`src/rtl/bcd_display_mux.sv`:
```
// Time-multiplexed driver for a three-digit common-anode 7-segment display.
// Digits come from load-captured snapshots and can have leading zeros blanked; dp lights on the hundreds digit while overflow is latched.
module bcd_display_mux #(
    parameter int REFRESH_DIV = 100000
) (
    input  logic       clk,
    input  logic       rst,
    input  logic [3:0] ones,
    input  logic [3:0] tens,
    input  logic [3:0] hundreds,
    input  logic       load,
    input  logic       done_in,
    input  logic       clear_ovf,
    input  logic       blank_lz,
    output logic [2:0] an,
    output logic [6:0] seg,
    output logic       dp,
    output logic       ovf
);

    localparam int CNT_W = $clog2(REFRESH_DIV);

    typedef enum logic [1:0] {
        DIG0 = 2'd0,
        DIG1 = 2'd1,
        DIG2 = 2'd2
    } dig_t;

    logic [CNT_W-1:0] r_presc;
    dig_t             r_idx;
    dig_t             w_idx_nxt;
    logic             w_tc;
    logic [3:0]       r_ones;
    logic [3:0]       r_tens;
    logic [3:0]       r_hund;
    logic             r_ovf;
    logic [2:0]       r_an;
    logic [6:0]       r_seg;
    logic             r_dp;
    logic [2:0]       w_an;
    logic [3:0]       w_digit;
    logic             w_blank;

    function automatic logic [6:0] bcd_to_seg(input logic [3:0] d);
        logic [6:0] s;
        case (d)
            4'd0:    s = 7'h40;
            4'd1:    s = 7'h79;
            4'd2:    s = 7'h24;
            4'd3:    s = 7'h30;
            4'd4:    s = 7'h19;
            4'd5:    s = 7'h12;
            4'd6:    s = 7'h02;
            4'd7:    s = 7'h78;
            4'd8:    s = 7'h00;
            4'd9:    s = 7'h10;
            default: s = 7'h3F;
        endcase
        return s;
    endfunction

    assign w_tc = (r_presc == CNT_W'(REFRESH_DIV - 1));

    always_ff @(posedge clk) begin
        if (rst) begin
            r_presc <= '0;
        end else if (w_tc) begin
            r_presc <= '0;
        end else begin
            r_presc <= r_presc + 1'b1;
        end
    end

    always_ff @(posedge clk) begin
        if (rst) begin
            r_idx <= DIG0;
        end else begin
            r_idx <= w_idx_nxt;
        end
    end

    always_comb begin
        w_idx_nxt = r_idx;
        if (w_tc) begin
            case (r_idx)
                DIG0:    w_idx_nxt = DIG1;
                DIG1:    w_idx_nxt = DIG2;
                default: w_idx_nxt = DIG0;
            endcase
        end
    end

    // Snapshot and overflow paths are independent so load and done_in can coincide.
    always_ff @(posedge clk) begin
        if (rst) begin
            r_ones <= '0;
            r_tens <= '0;
            r_hund <= '0;
        end else if (load) begin
            r_ones <= ones;
            r_tens <= tens;
            r_hund <= hundreds;
        end
    end

    always_ff @(posedge clk) begin
        if (rst) begin
            r_ovf <= 1'b0;
        end else if (done_in) begin
            r_ovf <= 1'b1;
        end else if (clear_ovf) begin
            r_ovf <= 1'b0;
        end
    end

    always_comb begin
        w_an    = 3'b110;
        w_digit = r_ones;
        w_blank = 1'b0;
        case (r_idx)
            DIG1: begin
                w_an    = 3'b101;
                w_digit = r_tens;
                w_blank = blank_lz && (r_hund == 4'd0) && (r_tens == 4'd0);
            end
            DIG2: begin
                w_an    = 3'b011;
                w_digit = r_hund;
                w_blank = blank_lz && (r_hund == 4'd0);
            end
            default: begin
                w_an    = 3'b110;
                w_digit = r_ones;
                w_blank = 1'b0;
            end
        endcase
    end

    // Output register stage: display lags index/snapshot by one clock.
    always_ff @(posedge clk) begin
        if (rst) begin
            r_an  <= 3'b111;
            r_seg <= 7'h7F;
            r_dp  <= 1'b1;
        end else begin
            r_an  <= w_an;
            r_seg <= w_blank ? 7'h7F : bcd_to_seg(w_digit);
            r_dp  <= !((r_idx == DIG2) && r_ovf);
        end
    end

    assign an  = r_an;
    assign seg = r_seg;
    assign dp  = r_dp;
    assign ovf = r_ovf;

endmodule

```
`config.mk`:
```
export PLATFORM = sky130hd
export DESIGN_NAME = bcd_display_mux
export DESIGN_NICKNAME = d
export VERILOG_FILES = /design/src/rtl/bcd_display_mux.sv
export SDC_FILE = /design/constraint.sdc
export NUM_CORES = 1
export LEC_CHECK = 0
export CORE_ASPECT_RATIO = 0.7
export CORE_UTILIZATION = 59
export CTS_BUF_LIST = sky130_fd_sc_hd__clkbuf_4 sky130_fd_sc_hd__clkbuf_8
export DETAILED_ROUTE_END_ITERATION = 10
export GPL_ROUTABILITY_DRIVEN = 0
export GPL_TIMING_DRIVEN = 0
export PLACE_DENSITY = 0.94
export SLEW_MARGIN = 25
export SYNTH_ARGS = -nofsm -noshare
export SYNTH_HDL_FRONTEND = slang
export SYNTH_SLANG_ARGS = --single-unit
```
`constraint.sdc`:
```
create_clock -name clk -period 6.08 [get_ports clk]
set_input_delay 1.216 -clock clk [delete_from_list [all_inputs] [get_ports clk]]
set_output_delay 1.216 -clock clk [all_outputs]
set_load 0.02 [all_outputs]
```
Word-level counts from Yosys, hierarchy flattened
Memory sizes are Yosys's and may differ from the RTL's. A register that Yosys moved wholly into a read port is not among the register bits. Index checks and enable logic that the tools add are counted.

Logic and storage cells: 29. Memories kept: 1. Output and inout port bits: 12. Bits in registers: 36. Bits in read-only memories: 112.

Memory list: (name not given) (words 16, bits a word 7, read ports 1, clocked after memory_dff 1, wr ports 0, RTL line 46) `case (d)`.

Equality and inequality tests: 3. Reductions and logical operators: 10. Muxes and demuxes: 6. Add/subtract/negate cells: 1.

Operators with widths (count): adder 17 x 1 -> 17 bit (second input constant) (1); == test 17 bit (second input constant) (1); logical NOT 4 bit (2); one-hot mux 4 bit (2 select lines) (1); one-hot mux 3 bit (2 select lines) (1); one-hot mux 2 bit (2 select lines) (1); OR reduction 2 bit (2); logical AND 1 bit (3); == test 2 x 1 -> 1 bit (second input constant) (1); == test 2 bit (second input constant) (1); logical NOT 2 bit (1); 2-to-1 mux 1 bit (2); one-hot mux 1 bit (2 select lines) (1); nonzero test 2 bit (1); logical NOT 1 bit (1).

Longest topological paths before layout
Gate-level depths: netlist of run 1.

Depth after elaboration: 5. Mapped depth: 9.

Worst setup path after synthesis of run 1
No wires, ideal clock.

Path type: register to register. Start point: reg r_idx[0]. End point: reg r_seg[3], in the netlist seg[3]. Required time: 5.949 ns. Setup time: 0.131 ns. Cell stages (with the launch flop): 10. Arrival: 1.798 ns. Buffers on the path: 1. Path slack: 4.151 ns. Path through: dfxtp_1 > inv_1 > ha_1 > buf_2 > nor2_1 > a21oi_1 > inv_1 > ha_1 > a21o_1 > nand4_1.

Longest elaborated chain between the ends: 3.

RTL lines: start: declaration (RTL line 30) `dig_t r_idx;`; start signal: assignment (RTL line 78) `r_idx <= w_idx_nxt;`; == test 2 bit or == test 2 x 1 -> 1 bit (tied branches) (RTL line 120) `case (r_idx)`; one-hot mux 1 bit (2 select lines) (RTL line 120); OR reduction 2 bit (no source line); end: declaration (RTL line 38) `logic [6:0] r_seg;`.

Several ways; a longest one is shown, not always the timed one. A chain may end at the register's enable or synchronous reset.

Worst setup path in the final report of run 1
Start point: reg r_ovf, in the netlist ovf. End point: out ovf.

RTL lines: start: declaration (RTL line 36) `logic r_ovf;`; start signal: assignment (RTL line 108) `r_ovf <= 1'b0;`; start signal: assignment (RTL line 110) `r_ovf <= 1'b1;`; start signal: assignment (RTL line 112) `r_ovf <= 1'b0;`; end: declaration (RTL line 18) `output logic ovf`.

No word-level cell between the ends.

==> results.json, run 1 <==
{
  "outcome": "finished clean",
  "drt-initial-drc-count": 128,
  "clock.fmax_mhz": 401,
  "ys_seq_elements": 43,
  "path_delay_family": "buffers and inverters",
  "switching_share_pct": 24.4,
  "cts_tree": "done",
  "grt_max_degree": 13,
  "start_util_pct": 64.9,
  "hold_viol": 0,
  "synth_cells": 200,
  "antenna_found_initial": 0,
  "path_buf_inv": 1,
  "drv_cap": 0,
  "min_period_over_period_pct": 41.0,
  "synthTopCellsByArea": "dfxtp_1 (46%), mux2i_1 (7.4%), nor2_1 (6.4%)",
  "pwr-share-seq_pct": 54.4,
  "netlist_area_sq_mm": 0.00188,
  "yosys_most_used_dff": "dfxtp_1",
  "yosysWarnings": 0,
  "port_buffers": 29,
  "post-cts-setup-buffers": 0,
  "synth_nets": 226,
  "core_area_sq_mm": 0.00290,
  "grt_pass1_vias": 1480,
  "slowest_stage": "clkdlybuf4s50_1",
  "fill_cells": 195,
  "endpoint_kind": "primary output",
  "slew_headroom_pct": 65.4,
  "grt_overflow": 0,
  "clk_latency_ns": 0.30,
  "drc": 0,
  "p_leak_nw": 0.948,
  "cts-root-buf": "clkbuf_8",
  "first_pass_iters": 4,
  "p_clk_share_pct": 33.2,
  "area_growth_pct": 22.5,
  "tns_ns": 0,
  "synth_top_area_cell": "dfxtp_1",
  "worst_pin_slew_ns": 0.518,
  "critical_path_arrival_ns": 1.28,
  "post_cts_resized": 0,
  "syn_avg_cell_area_sq_um": 9.42,
  "die_w_microns": 69.5,
  "dieArea_sq_mm": 0.00343,
  "ir_worst_vdd_mv": 0.150,
  "drive_above_1_share_pct": 6.78,
  "cts.sinks": 43,
  "setup_viol": 0,
  "netSwitchingPower_mw": 0.135,
  "hold_class": "register to register",
  "die_y_microns": 49.3,
  "final.min_clock_period_ns": 2.49,
  "viasPerCell": 5.79,
  "cts.clk_slew.worst_paths_ns": 0.08,
  "io_pins": 30,
  "synth_cell_types": 40,
  "synth_edf_count": 0,
  "dp_slack_ns": 3.47,
  "async_flop_share_pct": 0,
  "grt_pass1_wl_mm": 6.78,
  "final_common_cell": "dfxtp_1",
  "combPwrFrac_pct": 12.5,
  "internal-power_mw": 0.418,
  "power_density_mw_per_mm2": 240,
  "critPathMaxStageDelay_ns": 0.61,
  "start_kind": "register",
  "path_cells": "clkdlybuf4s50_1",
  "drt_wl_total_mm": 4.02,
  "cp.required_ns": 4.86,
  "drv_slew": 0,
  "clock_path_buffers": 2,
  "cts_buffers": 5,
  "num_vias": 1576,
  "synth_top_area_share_pct": 45.7,
  "h-tree-depth": 2,
  "rsz0062_at_grt": "false",
  "cts_hold_buffers": 0,
  "antenna_cells": 0,
  "worstSetupPathType": "register to primary output",
  "final_cell_mix": "dfxtp_1 (43), nor2_1 (32), clkdlybuf4s50_1 (29), mux2i_1 (14), a21oi_1 (10)",
  "rows": 16,
  "global_route.usage.total_pct": 25.4,
  "path_max_fanout": 3,
  "fin_nets": 262,
  "routedWlPerCell_microns": 14.8,
  "ant_nets": 0,
  "dp_hpwl_mm": 2.76,
  "setup_ws_ns": 3.59,
  "skew_ns": 0.00964,
  "ys_seq_area_share_pct": 45.7
}
## cells by family (layout without fill, tap and decap cells)
family / after synthesis / after routing / synth area share (%)
simple gates: 77 / 77 / 21.7
fa+ha+maj: 8 / 8 / 5.32
buf+inv: 14 / 50 / 3.39
mux: 14 / 14 / 7.44
compound gates: 34 / 34 / 11.8
xor+xnor: 10 / 10 / 4.65
flops: 43 / 43 / 45.7
## cells in the mapped netlist (5+ instances only)
master   number
mux2i_1      14
dfxtp_1      43
nand3_1       6
inv_1         7
ha_1          8
xor2_1        9
nand2_1       7
a21oi_1      10
nor2_1       32
o21ai_0       5
nand4_1       9
## layout make-up
class,instances,area (sq um),area share (%)
inverter,7,26.3,1.14
timing repair buffer,29,290,12.6
tap,36,45.0,1.95
buffer,7,37.5,1.63
sequential,43,861,37.3
clock inverter,1,5.00,0.217
multi-input combinational,143,958,41.6
clock buffer,6,82.6,3.58
## sequential cells by signal, indices dropped and copies added (netlist names)
name     count
r_presc     17
seg          7
r_hund       4
r_ones       4
r_tens       4
an           3
r_idx        2
dp           1
ovf          1
## power by group through the flow
| stage | Combinational, mW | Clock (mW) | Sequential, mW |
|---|---|---|---|
| CTS | 0.0691 | 0.183 | 0.301 |
| global placement | 0.0659 | 0 | 0.307 |
| floorplan | 0.0289 | 0 | 0.314 |
| finish | 0.0689 | 0.183 | 0.301 |
| detailed placement | 0.0682 | 0 | 0.307 |
| global route | 0.0746 | 0.196 | 0.302 |
## worst reg2reg max path: stages (launching register included)
cell and delay (ns):
dfxtp_1 0.39, inv_1 0.10, ha_1 0.32, buf_2 0.20, nor2_1 0.06, a21oi_1 0.42, inv_1 0.13, ha_1 0.21
o21ai_0 0.18, nand4_1 0.11
## final timing paths
| path | startpoint | endpoint | slack (ns) | depth (start not counted) |
|---|---|---|---|---|
| max reg2reg | r_idx[0] | seg[0] | 3.82 | 9 |
| min reg2reg | ovf | dp | 0.44 | 1 |
| max | ovf | ovf | 3.59 | 1 |
| min | ovf | dp | 0.44 | 1 |
## routing by layer
layer  track usage (%)  wire length [microns]
met4              9.52                     57
met1              33.8                   1920
met5                 0                      0
met3              5.58                    210
met2              40.8                   1830
## per-stage QoR
stage | utilization (%) | instances | hold slack [ns] | instance area, sq um | power (mW)
after floorplan | - | 200 | 0.413 | 1880 | 0.343
after global placement | 76.4 | 265 | 0.411 | 2220 | 0.373
after detailed placement | 76.4 | 265 | 0.422 | 2220 | 0.375
after CTS | 79.4 | 272 | 0.440 | 2310 | 0.553
after global routing | 79.4 | 272 | 0.462 | 2310 | 0.573
final | 79.4 | 272 | 0.440 | 2310 | 0.553
Note: power is estimated with default switching activity, not from simulation.
==> run 2: changes to the inputs <==
- CORE_UTILIZATION: 59 -> 49
- PLACE_DENSITY: 0.94 -> 0.84
- clock period: 6.08 -> 2.15 ns (I/O delays scaled with it)
==> results.json, run 2 (same netlist as run 1, synthesis figures left out) <==
{
  "outcome": "finished clean",
  "clk_latency_ns": 0.30,
  "ant_nets": 0,
  "fin_nets": 264,
  "ir_worst_vdd_mv": 0.432,
  "slowest_stage": "dfxtp_1",
  "whs_ns": 0.433,
  "cts.clk_slew.worst_paths_ns": 0.08,
  "grt_overflow": 0,
  "drt-initial-drc-count": 77,
  "cts_hold_buffers": 0,
  "setup.worst_path.end": "seg[5]",
  "worst_pin_slew_ns": 0.453,
  "min_period_over_period_pct": 93.5,
  "setup_ws_ns": 0.140,
  "path_cells": "inv_1, ha_1, a22oi_1, a21o_1, inv_1, ha_1, nor3_1, o21ai_0",
  "cts_buffers": 5,
  "hold_viol": 0,
  "crit_cells": 8,
  "setup_viol": 0,
  "grt_max_degree": 13,
  "worstSetupPathType": "register to register",
  "cts.sinks": 43,
  "cts_tree": "done",
  "r2r-start": "r_idx[1]",
  "tns_ns": 0,
  "grt_pass1_wl_mm": 6.24,
  "antenna_found_initial": 0,
  "skew_ns": 0.00767,
  "path_max_fanout": 7,
  "r2r_cells": 8,
  "crit-reg2reg-capture": "seg[5]",
  "viasPerCell": 5.29,
  "drv_slew": 0,
  "cp.required_ns": 2.32,
  "dp_slack_ns": -0.0412,
  "die_w_microns": 76.1,
  "endpoint_kind": "register",
  "first_pass_iters": 4,
  "max_flop_register": "r_presc",
  "die_y_microns": 53.9,
  "antenna_cells": 0,
  "drc": 0,
  "num_vias": 1528,
  "final.min_clock_period_ns": 2.01,
  "final_cell_mix": "dfxtp_1 (43), nor2_1 (32), clkdlybuf4s50_1 (29), mux2i_1 (14)",
  "p_leak_nw": 0.966,
  "grt_pass1_vias": 1375,
  "io_pins": 30,
  "core_area_sq_mm": 0.00360,
  "rows": 18,
  "cts-root-buf": "clkbuf_8",
  "hold_class": "register to register",
  "dp_hpwl_mm": 2.71,
  "r2r_setup_slack_ns": 0.14,
  "critical_path_arrival_ns": 2.18,
  "h-tree-depth": 2,
  "dieArea_sq_mm": 0.00410,
  "power_density_mw_per_mm2": 685,
  "finalNonFillerCells": 289,
  "clock.fmax_mhz": 498,
  "final_common_cell": "dfxtp_1",
  "start_util_pct": 52.3,
  "drive_above_1_share_pct": 8.37,
  "critPathMaxStageDelay_ns": 0.37,
  "path_delay_family": "compound AO/OA/AOI/OAI gates",
  "global_route.usage.total_pct": 20.7,
  "drv_cap": 0,
  "largest_reg_flops": 17,
  "area_growth_pct": 25.8,
  "slew_headroom_pct": 69.8,
  "drt_wl_total_mm": 3.91,
  "path_buf_inv": 2,
  "clock_path_buffers": 2,
  "routedWlPerCell_microns": 13.5,
  "port_buffers": 29,
  "cp-startpoint": "r_idx[1]",
  "start_kind": "register",
  "placed_cells": 279
}
## run 2: metrics by stage
step	area (sq um)	power (mW)	utilization, %
detailed placement	2240	1.06	62.0
global placement	2240	1.05	62.0
CTS	2340	1.63	65.0
floorplan	1880	0.970	-
global route	2370	1.70	65.7
finish	2370	1.62	65.7
## run 2: what timing repair did
action                     CTS  global route
gates resized for setup      1             2
buffers inserted             0             2
cloned                       0             0
setup endpoints to repair    4             5
pin swaps                    0             1
## run 2: worst min-delay path by stage
stage | startpoint | end | slack, ns | cells past startpoint
after floorplan | r_presc[0] | r_presc[0] | 0.41 | 1
final | ovf | dp | 0.43 | 1
after global routing | r_presc[0] | r_presc[0] | 0.47 | 1
after detailed placement | ovf | dp | 0.42 | 1
after CTS | ovf | dp | 0.44 | 1
after global placement | ovf | dp | 0.42 | 1
## run 2: per-layer routing
layer | global-route usage (%) | wire (microns) | up-vias
li1 | - | - | 787
met1 | 27.3 | 2020 | 698
met2 | 30.3 | 1600 | 36
met3 | 6.78 | 218 | 7
met4 | 11.2 | 78 | 0
met5 | 0 | 0 | -
## run 2: cell type report
cell class              instances  area, sq um
plain buffers                   7         40.0
multi-input cells             143          970
clock buffers                   8          104
fillers                       302         1230
well taps                      50         62.6
inverters                       7         26.3
flip-flops and latches         43          861
repair buffers                 31          305
## run 2: where the power goes
group | switching (mW) | internal [mW]
Sequential | 0.0183 | 0.832
Combinational | 0.0960 | 0.101
Clock | 0.270 | 0.306
## run 2: worst reg2reg max path: stages, from the launching register on
cell and delay, ns:
dfxtp_1 0.37, inv_1 0.09, ha_1 0.28, a22oi_1 0.30, a21o_1 0.19, inv_1 0.13
ha_1 0.24, nor3_1 0.19, o21ai_0 0.10
